## config.mk

```make
export PLATFORM = sky130hd
export DESIGN_NAME = cpu_clock_ctrl_flat
export DESIGN_NICKNAME = d
export VERILOG_FILES = /design/src/rtl/cpu_clock_pkg.sv /design/src/rtl/cpu_clock_ctrl_if.sv /design/src/rtl/cpu_clock_ctrl_button_debounce.sv /design/src/rtl/cpu_clock_ctrl.sv /design/src/flat_wrapper.sv
export SDC_FILE = /design/constraint.sdc
export NUM_CORES = 1
export LEC_CHECK = 0
export ABC_AREA = 1
export BUFFER_PORTS_ARGS = -buffer_cell sky130_fd_sc_hd__buf_2
export CORE_ASPECT_RATIO = 1.2
export CORE_UTILIZATION = 44
export CTS_CLUSTER_DIAMETER = 100
export DETAILED_ROUTE_END_ITERATION = 10
export PLACE_DENSITY_LB_ADDON = 0.1
export SYNTH_ARGS = -nofsm -noshare
export SYNTH_HDL_FRONTEND = slang
export SYNTH_SLANG_ARGS = --single-unit
```

## constraint.sdc

```tcl
create_clock -name CLK -period 2.7 [get_ports CLK]
set_clock_uncertainty 0.1 [all_clocks]
set_input_delay 0.54 -clock CLK [delete_from_list [all_inputs] [get_ports CLK]]
set_output_delay 0.54 -clock CLK [all_outputs]
set_load 0.01 [all_outputs]
```

## src/rtl/cpu_clock_pkg.sv

```systemverilog
// Shared types and defaults for the CPU clock/reset controller.
package cpu_clock_pkg;

  typedef enum logic [1:0] {
    IDLE  = 2'd0,
    PRESS = 2'd1,
    HOLD  = 2'd2
  } press_state_e;

  localparam int PAR_CLOCK      = 100_000_000;
  localparam int PAR_DEBOUNCE   = 1_000_000;
  localparam int PAR_LONG_PRESS = 100_000_000;

  // Counter width able to hold 0..n-1, never narrower than one bit.
  function automatic int cnt_width(input int n);
    return (n > 1) ? $clog2(n) : 1;
  endfunction

endpackage

```

## src/rtl/cpu_clock_ctrl_if.sv

```systemverilog
// Button/mode inputs and CPU clock/reset outputs of cpu_clock_ctrl, plus FSM debug state.
interface cpu_clock_ctrl_if;
  import cpu_clock_pkg::*;

  logic         BUTTON;
  logic         MODE;
  logic         CLOCK;
  logic         TICK;
  logic         CPU_RESET;
  logic         BUTTON_DB;
  press_state_e FSM_STATE;

  modport master (
    output BUTTON, MODE,
    input  CLOCK, TICK, CPU_RESET, BUTTON_DB, FSM_STATE
  );

  modport slave (
    input  BUTTON, MODE,
    output CLOCK, TICK, CPU_RESET, BUTTON_DB, FSM_STATE
  );

endinterface

```

## src/rtl/cpu_clock_ctrl_button_debounce.sv

```systemverilog
// Two-flop synchroniser followed by a stable-count filter for a raw push-button.
module button_debounce
  import cpu_clock_pkg::*;
#(
  parameter int DEBOUNCE = PAR_DEBOUNCE
) (
  input  logic CLK,
  input  logic RESET,
  input  logic BUTTON,
  output logic BUTTON_DB
);

  localparam int             W    = cnt_width(DEBOUNCE);
  localparam logic [W-1:0]   LAST = W'(DEBOUNCE - 1);

  logic         sync_a;
  logic         btn_s;
  logic [W-1:0] deb_cnt;

  always_ff @(posedge CLK) begin
    if (RESET) begin
      sync_a    <= 1'b0;
      btn_s     <= 1'b0;
      deb_cnt   <= '0;
      BUTTON_DB <= 1'b0;
    end else begin
      sync_a <= BUTTON;
      btn_s  <= sync_a;
      // Any return to the current level restarts the stability count.
      if (btn_s == BUTTON_DB) begin
        deb_cnt <= '0;
      end else if (deb_cnt == LAST) begin
        BUTTON_DB <= btn_s;
        deb_cnt   <= '0;
      end else begin
        deb_cnt <= deb_cnt + 1'b1;
      end
    end
  end

endmodule

```

## src/rtl/cpu_clock_ctrl.sv

```systemverilog
// Slow CPU clock divider with TICK enable and long-press CPU reset.
// Define CPU_CLOCK_CTRL_STEP_EN to enable single-step mode (MODE=1, short press = one CPU clock).
module cpu_clock_ctrl
  import cpu_clock_pkg::*;
#(
  parameter int PERIOD     = PAR_CLOCK,
  parameter int DEBOUNCE   = PAR_DEBOUNCE,
  parameter int LONG_PRESS = PAR_LONG_PRESS
) (
  input  logic             CLK,
  input  logic             RESET,
  cpu_clock_ctrl_if.slave  bus
);

  localparam int              DW      = cnt_width(PERIOD);
  localparam int              HW      = cnt_width(LONG_PRESS);
  localparam logic [DW-1:0]   HALF    = DW'(PERIOD / 2);
  localparam logic [DW-1:0]   LAST    = DW'(PERIOD - 1);
  localparam logic [HW-1:0]   HOLD_AT = HW'(LONG_PRESS - 1);

  press_state_e  state, state_next;
  logic [HW-1:0] hold_cnt, hold_next;
  logic [DW-1:0] div_cnt, div_next;
  logic          step;
  logic          button_db;
  logic          clock_q, tick_q, cpu_reset_q;

  button_debounce #(.DEBOUNCE(DEBOUNCE)) u_debounce (
    .CLK       (CLK),
    .RESET     (RESET),
    .BUTTON    (bus.BUTTON),
    .BUTTON_DB (button_db)
  );

  assign bus.BUTTON_DB = button_db;
  assign bus.FSM_STATE = state;
  assign bus.CLOCK     = clock_q;
  assign bus.TICK      = tick_q;
  assign bus.CPU_RESET = cpu_reset_q;

  always_comb begin
    state_next = state;
    hold_next  = hold_cnt;
    step       = 1'b0;
    case (state)
      IDLE: begin
        if (button_db) begin
          state_next = PRESS;
          hold_next  = '0;
        end
      end
      PRESS: begin
        if (hold_cnt != HOLD_AT) hold_next = hold_cnt + 1'b1;
        // Release wins over reaching the long-press threshold.
        if (!button_db) begin
          state_next = IDLE;
          step       = 1'b1;
        end else if (hold_cnt == HOLD_AT) begin
          state_next = HOLD;
        end
      end
      HOLD: begin
        if (!button_db) state_next = IDLE;
      end
      default: state_next = IDLE;
    endcase
  end

`ifdef CPU_CLOCK_CTRL_STEP_EN
  logic mode_q;
  logic mode_eff;

  // MODE is only adopted while the divider sits at zero.
  assign mode_eff = (div_cnt == '0) ? bus.MODE : mode_q;

  always_ff @(posedge CLK) begin
    if (RESET) mode_q <= 1'b0;
    else       mode_q <= mode_eff;
  end
`else
  logic unused_step_mode;
  assign unused_step_mode = step ^ bus.MODE;
`endif

  always_comb begin
    div_next = (div_cnt == LAST) ? '0 : div_cnt + 1'b1;
`ifdef CPU_CLOCK_CTRL_STEP_EN
    if (mode_eff && (div_cnt == '0)) div_next = step ? HALF : '0;
`endif
    if (state_next == HOLD) div_next = '0;
  end

  always_ff @(posedge CLK) begin
    if (RESET) begin
      state       <= IDLE;
      hold_cnt    <= '0;
      div_cnt     <= '0;
      clock_q     <= 1'b0;
      tick_q      <= 1'b0;
      cpu_reset_q <= 1'b0;
    end else begin
      state       <= state_next;
      hold_cnt    <= hold_next;
      div_cnt     <= div_next;
      clock_q     <= (div_next >= HALF);
      tick_q      <= (div_next == HALF);
      cpu_reset_q <= (state_next == HOLD);
    end
  end

endmodule
```

## src/flat_wrapper.sv

```systemverilog
// flat-port wrapper written by rule: the top's interface ports become plain ports
module cpu_clock_ctrl_flat import cpu_clock_pkg::*;
#(
  parameter int PERIOD     = PAR_CLOCK,
  parameter int DEBOUNCE   = PAR_DEBOUNCE,
  parameter int LONG_PRESS = PAR_LONG_PRESS
)
  (CLK, RESET, bus_BUTTON, bus_MODE, bus_CLOCK, bus_TICK, bus_CPU_RESET, bus_BUTTON_DB, bus_FSM_STATE);
  cpu_clock_ctrl_if bus_i ();
  input  logic CLK;
  input  logic RESET;
  input wire logic [$bits(bus_i.BUTTON)-1:0] bus_BUTTON;
  input wire logic [$bits(bus_i.MODE)-1:0] bus_MODE;
  output wire logic [$bits(bus_i.CLOCK)-1:0] bus_CLOCK;
  output wire logic [$bits(bus_i.TICK)-1:0] bus_TICK;
  output wire logic [$bits(bus_i.CPU_RESET)-1:0] bus_CPU_RESET;
  output wire logic [$bits(bus_i.BUTTON_DB)-1:0] bus_BUTTON_DB;
  output wire logic [$bits(bus_i.FSM_STATE)-1:0] bus_FSM_STATE;
  assign bus_i.BUTTON = bus_BUTTON;
  assign bus_i.MODE = bus_MODE;
  assign bus_CLOCK = bus_i.CLOCK;
  assign bus_TICK = bus_i.TICK;
  assign bus_CPU_RESET = bus_i.CPU_RESET;
  assign bus_BUTTON_DB = bus_i.BUTTON_DB;
  assign bus_FSM_STATE = bus_i.FSM_STATE;
  cpu_clock_ctrl #(.PERIOD(PERIOD), .DEBOUNCE(DEBOUNCE), .LONG_PRESS(LONG_PRESS)) u_core (.CLK(CLK), .RESET(RESET), .bus(bus_i));
endmodule
```

==> results.txt, run 1 <==
Ranked by total cell area, the synthesized netlist is headed by sky130_fd_sc_hd__dfxtp_1 (36%), sky130_fd_sc_hd__nand2_1 (12%), sky130_fd_sc_hd__nor2_1 (9.4%). The ratio of final minimum period to clock period is 0.852. The remaining antenna violation count after routing is 0. Counting flops with an async set or reset pin after synthesis yields a share of 0.

The post-synthesis cell area is 0.00458 sq mm. TritonCTS built the clock tree. The count of cells resized by post-cts repair is 0. The min-delay analysis places its worst path in the category input pin to register. The worst hold path stage count came out at 3. The post-CTS repair timing setup buffer count is 0.

The largest total area in the synthesized netlist belongs to sky130_fd_sc_hd__dfxtp_1. The synthesized design contains 0 enable-type register cells. The hold-fix buffer count after cts is 0. The number of nets in the synthesized netlist is 701. After detailed routing, the average wire length per cell comes to 12.7 microns. The warning count from the yosys run came out at 0. The kind of end point of the critical path is a register. Dividing the detail-routed via count by the number of cells gives 5.10. After the first detailed-routing iteration, the DRC count stood at 243.

Of the total power, the share spent switching nets is 0.210. The arrival time at the worst endpoint came out at 2.46 ns. The highest fanout seen on the critical path came out at 19. The relative contribution of combinational cells to total power came out at 0.016.

The sum of net half-perimeters after detailed placement came out at 8070 microns. The site row count came out at 40. The initial antenna violation count is 0. The clock sink count is 82.

The worst setup path is of the register to register kind. The part of the total power dissipated in the clock network is 0.518. The final period demand of the worst path is 2.30 ns. For this run, the leading register cell type out of synthesis is sky130_fd_sc_hd__dfxtp_1. The overall overflow remaining after global route came out at 0.

The count of cells along the worst register-to-register path came out at 12. After clock tree synthesis, the clock-pin slew on the worst setup and hold paths is 0.06 ns. The sequential element share of the synthesized area came out at 0.358. After floorplanning, the core was sized to cover 0.0101 sq mm. Entering global routing, the biggest net connects 27 pins. The transition time at the pin with the least slew margin is 0.814 ns.

The power density normalized to cell area came out at 515 mW/mm^2. The die is 95.2 microns wide. Across the run, the number of max-cap violations was 0. The antenna cell count is 0.

The achievable clock frequency came out at 0.435 GHz. The total detailed-routing wirelength is 10600 microns. The maximum root-to-sink buffer count is 2. The clock tree root buffer cell is sky130_fd_sc_hd__clkbuf_16. The number of nets in the layout came out at 714. The final-report max-slew violation count is 0. The run finished with clean final reports. The filler cells instantiated in the layout total 1067. The share of synthesized area in the top cell type comes to 0.358. The final-report setup violation count came out at 0. The flip-flop and latch count after synthesis is 82. In this run the mean area of a mapped cell was 6.60 sq um. The wire length of the first global-routing pass came out at 18600 microns.

In the final layout, the share of cells above drive strength 1 is 0.101. The endpoint of the most critical register-to-register path is u_core.div_cnt[2]. The initial core utilization is 0.456. The DRC violation count after routing came out at 0. The global routing usage summed across all routing layers is 0.219. The internal power of the cells totals 2.07 mW. The startpoint identified for the worst hold timing path is bus_BUTTON.

The share of total power dissipated in sequential elements is 0.466. The instance count after placement with tap cells included is 822. The post-synthesis cell type count is 42.

The max-slew headroom at the worst pin came out at 0.454. The maximum resistive drop on vdd is 0.000239 V. The worst setup path is launched from a register. The register-to-register setup slack is 0.40 ns. The number of hold violations in the final report came out at 0. The cell count after synthesis came out at 694. The worst endpoint required time came out at 2.86 ns. Summed over all failing endpoints, the final setup total negative slack is 0 ns. The number of detailed-route iterations in the first pass is 4. The hold path endpoint is u_core.u_debounce.sync_a. The switching power of the nets is 551 uW. The layout overhead on the synthesized area is 10.9%. The number of global-route vias before repair came out at 4213. The die is 114 microns tall. In this run the critical register-to-register path is launched from u_core.hold_cnt[0]. Setup repair after global routing left no endpoint under its margin. The number of standard cells in the final layout excluding fillers came out at 838. Clock tree synthesis inserted a total of 9 buffers. The leakage power total came out at 1.96 nW. The depth of the CTS H-tree came out at 3. The top-level I/O count came out at 10. The count of buffers from port buffering is 8. The clock reaches the later pin of the worst-skew pair after 0.34 ns. Routability-driven placement finished with a final weighted congestion of 0.912. The die covers 0.0108 sq mm.

The total via count in the routed design came out at 4270.
## cells by family after synthesis
| group | synth area share |
|---|---|
| flops | 0.358 |
| xor+xnor | 0.0268 |
| fa+ha+maj | 0.00819 |
| simple gates | 0.418 |
| compound gates | 0.0890 |
| buf+inv | 0.100 |
## critical path, stage by stage, from the launching register on
cell                       delay, ns
sky130_fd_sc_hd__dfxtp_1        0.32
sky130_fd_sc_hd__ha_1           0.21
sky130_fd_sc_hd__nand2_1        0.13
sky130_fd_sc_hd__nor2_4         0.06
sky130_fd_sc_hd__nand2_2        0.09
sky130_fd_sc_hd__nor2_4         0.05
sky130_fd_sc_hd__nand3_2        0.10
sky130_fd_sc_hd__nand2_2        0.07
sky130_fd_sc_hd__nand2_4        0.21
sky130_fd_sc_hd__clkinv_4       0.13
sky130_fd_sc_hd__nor2_2         0.18
sky130_fd_sc_hd__nand2_1        0.34
sky130_fd_sc_hd__nor3_1         0.23
## sequential cells by signal, summed over array words and instances (netlist names)
name and flops:
u_core.u_debounce.btn_s 1, u_core.div_cnt 27, u_core.bus.FSM_STATE 2, u_core.u_debounce.sync_a 1, u_core.bus.CPU_RESET 1, u_core.bus.TICK 1, u_core.u_debounce.deb_cnt 20, u_core.u_debounce.BUTTON_DB 1
u_core.hold_cnt 27, u_core.bus.CLOCK 1
## layout make-up
type	instances	area [sq um]	share of cell area
timing repair buffer	10	55.1	0.0108
multi-input combinational	495	2480	0.488
clock inverter	5	85.1	0.0167
sequential	82	1640	0.323
clock buffer	11	243	0.0477
inverter	109	419	0.0825
tap	126	158	0.0310
## cell usage after synthesis (2+ instances only)
cell	instances
sky130_fd_sc_hd__and3_1	2
sky130_fd_sc_hd__inv_2	6
sky130_fd_sc_hd__o21ai_1	5
sky130_fd_sc_hd__nor2_4	7
sky130_fd_sc_hd__inv_4	2
sky130_fd_sc_hd__nand3_2	5
sky130_fd_sc_hd__ha_1	3
sky130_fd_sc_hd__nor4_1	10
sky130_fd_sc_hd__nor2_2	7
sky130_fd_sc_hd__dfxtp_1	82
sky130_fd_sc_hd__buf_2	2
sky130_fd_sc_hd__nand2_2	7
sky130_fd_sc_hd__inv_1	99
sky130_fd_sc_hd__a21oi_1	32
sky130_fd_sc_hd__xor2_1	10
sky130_fd_sc_hd__a211oi_1	5
sky130_fd_sc_hd__nand4_1	24
sky130_fd_sc_hd__or2_2	3
sky130_fd_sc_hd__clkbuf_1	5
sky130_fd_sc_hd__xnor2_1	4
sky130_fd_sc_hd__nand3b_1	2
sky130_fd_sc_hd__o21a_1	4
sky130_fd_sc_hd__o21ai_0	20
sky130_fd_sc_hd__nor3_1	33
sky130_fd_sc_hd__nand3_1	37
sky130_fd_sc_hd__nand2_1	143
sky130_fd_sc_hd__nand2_4	4
sky130_fd_sc_hd__nor3_2	2
sky130_fd_sc_hd__a41oi_1	2
sky130_fd_sc_hd__nor2_1	115
## power groups by stage
stage                     combinational [mW]  sequential, mW  clock [mW]
after detailed placement              0.0426            1.25           0
after global routing                  0.0482            1.22        1.45
final                                 0.0427            1.22        1.36
after CTS                             0.0428            1.22        1.38
after floorplan                       0.0300            1.25           0
after global placement                0.0420            1.25           0
## placed cells by master (no fill, tap or decap), drive strengths merged, types with 2 or more instances in the layout
| cell type | count |
|---|---|
| a211oi | 5 |
| a21oi | 33 |
| a41oi | 2 |
| and3 | 2 |
| buf | 10 |
| bufinv | 2 |
| clkbuf | 11 |
| clkinv | 2 |
| dfxtp | 82 |
| ha | 3 |
| inv | 109 |
| nand2 | 154 |
| nand3 | 42 |
| nand3b | 2 |
| nand4 | 24 |
| nor2 | 130 |
| nor3 | 35 |
| nor4 | 11 |
| o21a | 4 |
| o21ai | 25 |
| or2 | 3 |
| xnor2 | 4 |
| xor2 | 10 |
## stage by stage
stage	total power [mW]	util	setup slack (ns)	cell area, sq um	hold slack (ns)
6_report	2.62	0.505	0.400	5080	0.302
5_1_grt	2.72	0.505	0.172	5080	0.301
4_1_cts	2.64	0.505	0.370	5080	0.301
3_5_place_dp	1.29	0.473	0.409	4760	0.299
3_3_place_gp	1.29	0.473	0.426	4760	0.301
2_1_floorplan	1.28	-	0.806	4580	0.288
## routing by layer
metal / GRT usage / wire (microns) / up-vias
li1: - / - / 2261
met1: 0.263 / 4850 / 1916
met2: 0.374 / 5120 / 75
met3: 0.0520 / 471 / 18
met4: 0.0828 / 191 / 0
met5: 0 / 0 / -
## worst max path at each step
stage,from,to
2_1_floorplan,u_core.div_cnt[0],u_core.bus.CLOCK
3_3_place_gp,u_core.hold_cnt[1],u_core.div_cnt[2]
3_5_place_dp,u_core.hold_cnt[1],u_core.div_cnt[2]
4_1_cts,u_core.hold_cnt[1],u_core.div_cnt[2]
5_1_grt,u_core.div_cnt[0],u_core.bus.TICK
6_report,u_core.hold_cnt[0],u_core.div_cnt[2]
(Power assumes the default switching activity.)
==> run 2, diff against run 1 <==
Settings changed: GPL_TIMING_DRIVEN from default to 0.
==> run 2 against run 1 <==
Effect of this change:
- utilization about the same
- via count increased by 1.1%
- worst setup slack gained 0.010 ns
- critical path type unchanged
- design area about the same
- maximum frequency increased by 0.45%
- critical path depth up 1
- flip-flop and latch count unchanged
- routed wire length rose by 1.5%
- first-iteration DRC count up 10%
- register-to-register slack about the same
- largest cell class unchanged
- count of clock-buffer cells in the layout stayed put
==> results.txt, run 2 (same netlist as run 1, synthesis figures left out) <==
The overall overflow remaining after global route came out at 0 (unchanged). The number of fillers in the final layout came out at 1041 (-2.4%). The clock latency reported for the late side of the worst-skew pair is 0.34 ns (about the same).

The post-detailed-placement cell area is 0.00478 sq mm (+0.42%). Setup repair after global routing left no endpoint under its margin. The cell type of the slowest stage on the worst timing path is sky130_fd_sc_hd__dfxtp_1. The initial core utilization came out at 0.456 (unchanged). The utilization after layout is 0.505 (about the same). The maximum resistive drop on vdd is 0.000351 V (+47%). The count of cells along the worst register-to-register path came out at 13 (+1). The largest net degree at the start of global routing came out at 14 (-48%). The tightest hold margin was 0.304 ns (+0.00227 ns). The clock slew at the register clock pins of the worst setup and hold paths came out at 0.06 ns (about the same). The achievable clock frequency is 0.437 GHz (+0.45%). The ratio of cells with drive above 1 in the final layout came out at 0.101 (-0.000565). The floorplan die height came out at 114 microns (unchanged). The initial antenna violation count came out at 0 (unchanged).

The iteration-0 DRC count of the detailed router is 268 (+10%). The run finished with clean final reports. The number of nets in the layout came out at 719 (+0.70%). The count of cells resized by post-cts repair came out at 0 (unchanged). The total core area came out at 0.0101 sq mm (unchanged). The signal on the critical path passes through ha_1 > nand2_2 > nor2_4 > nand3_1 > o21ai_1 > nand2_1 > clkinv_1 > nand2_1 > nor2_1 > inv_1 > nor3_2 > nand3_1 > nor2_1. The final total negative setup slack is 0 ns (unchanged). The startpoint identified for the worst register-to-register timing path is u_core.div_cnt[0]. The site row count is 40 (unchanged). The post-placement setup slack is 0.145 ns (-0.263 ns). The number of max-cap violations came out at 0 (unchanged). The worst path setup slack after routing is 0.411 ns (+0.0103 ns).

The leakage power total is 1.96 nW (-0.20%). The internal power component is 1.99 mW (-3.9%). The weighted congestion at the end of routability-driven global placement is 0.921 (+1.1%). The sum of net half-perimeters after detailed placement is 8380 microns (+3.9%).

The worst setup path is captured at a register. The largest registers in the layout are u_core.div_cnt (27), u_core.hold_cnt (27), u_core.u_debounce.deb_cnt (20). The path with the worst hold slack has its endpoint at u_core.u_debounce.sync_a. The remaining antenna violation count after routing came to 0 (unchanged).

The worst hold path stage count came out at 3 (unchanged). Leaving out fill and tap cells, the most frequent cell in the layout is sky130_fd_sc_hd__nand2_1. The ratio of final minimum period to clock period came out at 0.848 (-0.00383). The total via count in the routed design came out at 4317 (+1.1%). The part of the total power dissipated in the clock network is 0.500 (-0.018). The mean number of vias per cell is 5.13 (+0.62%). The CTS buffer count is 9 (unchanged). In this run the worst hold path is classified as input pin to register. The post-CTS repair timing setup buffer count is 0 (unchanged). The depth of the CTS H-tree is 3 (unchanged). The top-level I/O count came to 10 (unchanged).

The final period demand of the worst path was 2.29 ns (-0.0103 ns). The final-report max-slew violation count came out at 0 (unchanged). The arrival time at the worst endpoint came out at 2.46 ns (about the same). The transition time at the pin with the least slew margin came to 0.781 ns (-0.0328 ns). The number of global-route vias before repair came out at 4095 (-2.8%). The count of buffers from port buffering is 7 (-1). The library cells used most frequently in the layout, excluding fill and tap cells, are sky130_fd_sc_hd__nand2_1 (143), sky130_fd_sc_hd__nor2_1 (115), sky130_fd_sc_hd__inv_1 (99). The switching power of the nets is 535 uW (-2.8%). The total detailed-routing wirelength came out at 10800 microns (+1.5%). The register-to-register setup slack came out at 0.41 ns (about the same). The number of hold violations in the final report is 0 (unchanged). The hold-fix buffer count after cts was 0 (unchanged). The wire length per cell came out at 12.8 microns (+1.0%).

In this run the most critical hold path is launched from bus_BUTTON. The final-report setup violation count was 0 (unchanged). The clock sink count was 82 (unchanged). The DRC violation count after routing is 0 (unchanged).

The highest fanout seen on the critical path is 4 (-15). The power density normalized to cell area was 497 mW/mm^2 (-3.6%). The final non-filler cell area came to 0.00508 sq mm (about the same). The die outline width is 95.2 microns (unchanged). The worst setup path is of the register to register kind. The layout overhead on the synthesized area is 10.8% (about the same).

In this run the critical register-to-register path is captured at u_core.bus.TICK. The worst endpoint required time came to 2.87 ns (about the same). The critical path's largest stage delay is 0.38 ns (+0.04 ns). The max-slew headroom at the worst pin is 0.476 (+0.0220). The CTS tree is done.

The global routing usage summed across all routing layers came out at 0.220 (+0.000375). The relative contribution of combinational cells to total power came out at 0.017 (about the same). The maximum root-to-sink buffer count is 2 (unchanged). The launching element type of the critical path is a register. The switching portion of total power is 0.212 (+0.00181). The antenna cell count came to 0 (unchanged). The floorplan die area came to 0.0108 sq mm (unchanged). The wire length of the first global-routing pass is 18400 microns (-0.93%).

The clock tree root buffer cell is sky130_fd_sc_hd__clkbuf_16. The number of detailed-route iterations in the first pass was 4 (unchanged). The proportion of power drawn by flip-flops and latches was 0.484 (+0.018).
-- run 2: changes by cell type in the layout (fill, tap and decap cells not counted) --
cell                        previous run  this run
sky130_fd_sc_hd__clkinv_2              0         1
sky130_fd_sc_hd__clkbuf_8              1         2
sky130_fd_sc_hd__buf_2                 8         9
sky130_fd_sc_hd__bufinv_16             2         1
sky130_fd_sc_hd__clkinv_4              1         2
sky130_fd_sc_hd__buf_4                 2         0
sky130_fd_sc_hd__clkbuf_1              1         5
sky130_fd_sc_hd__inv_6                 2         0
sky130_fd_sc_hd__buf_6                 0         1
-- run 2: worst max-delay path by stage --
stage / startpoint / end / cells after the start
global placement: RESET / u_core.hold_cnt[10] / 7
global route: u_core.u_debounce.deb_cnt[0] / u_core.u_debounce.deb_cnt[18] / 13
finish: u_core.div_cnt[0] / u_core.bus.TICK / 13
detailed placement: RESET / u_core.hold_cnt[10] / 7
CTS: u_core.div_cnt[0] / u_core.bus.TICK / 13
floorplan: u_core.div_cnt[0] / u_core.bus.CLOCK / 13
-- run 2: final cells by class --
type                    count  area (sq um)  share of cell area
multi-input cells         495          2480               0.489
flip-flops and latches     82          1640               0.323
inverters                 109           419              0.0825
clock buffers              11           253              0.0498
well taps                 126           158              0.0310
clock inverters             4          51.3              0.0101
plain buffers               8          40.0             0.00788
repair buffers              7          35.0             0.00690
-- run 2: stage by stage --
| stage | instances | power [mW] |
|---|---|---|
| after floorplan | 694 | 1.28 |
| after global placement | 827 | 1.29 |
| after detailed placement | 827 | 1.29 |
| after CTS | 842 | 2.55 |
| after global routing | 842 | 2.61 |
| final | 842 | 2.52 |
-- run 2: power by group through the flow --
stage / Sequential (mW) / Clock, mW / Combinational, mW
4_1_cts: 1.22 / 1.29 / 0.0434
6_report: 1.22 / 1.26 / 0.0422
5_1_grt: 1.22 / 1.34 / 0.0488
2_1_floorplan: 1.25 / 0 / 0.0300
3_5_place_dp: 1.25 / 0 / 0.0432
3_3_place_gp: 1.25 / 0 / 0.0429
-- run 2: worst max-delay path, delay by kind of cell (launching register included) --
family | cells | cell delay (ns)
flip-flops | 1 | 0.38
buffers and inverters | 2 | 0.15
AO/OA/AOI/OAI | 1 | 0.18
AND/OR/NAND/NOR | 9 | 1.18
adder cells (fa/ha/maj) | 1 | 0.24
-- run 2: layer usage --
layer	up-vias	wire [microns]	global-route usage
li1	2275	-	-
met1	1963	4850	0.260
met3	22	305	0.0407
met2	57	5350	0.378
met5	-	0	0
met4	0	287	0.102
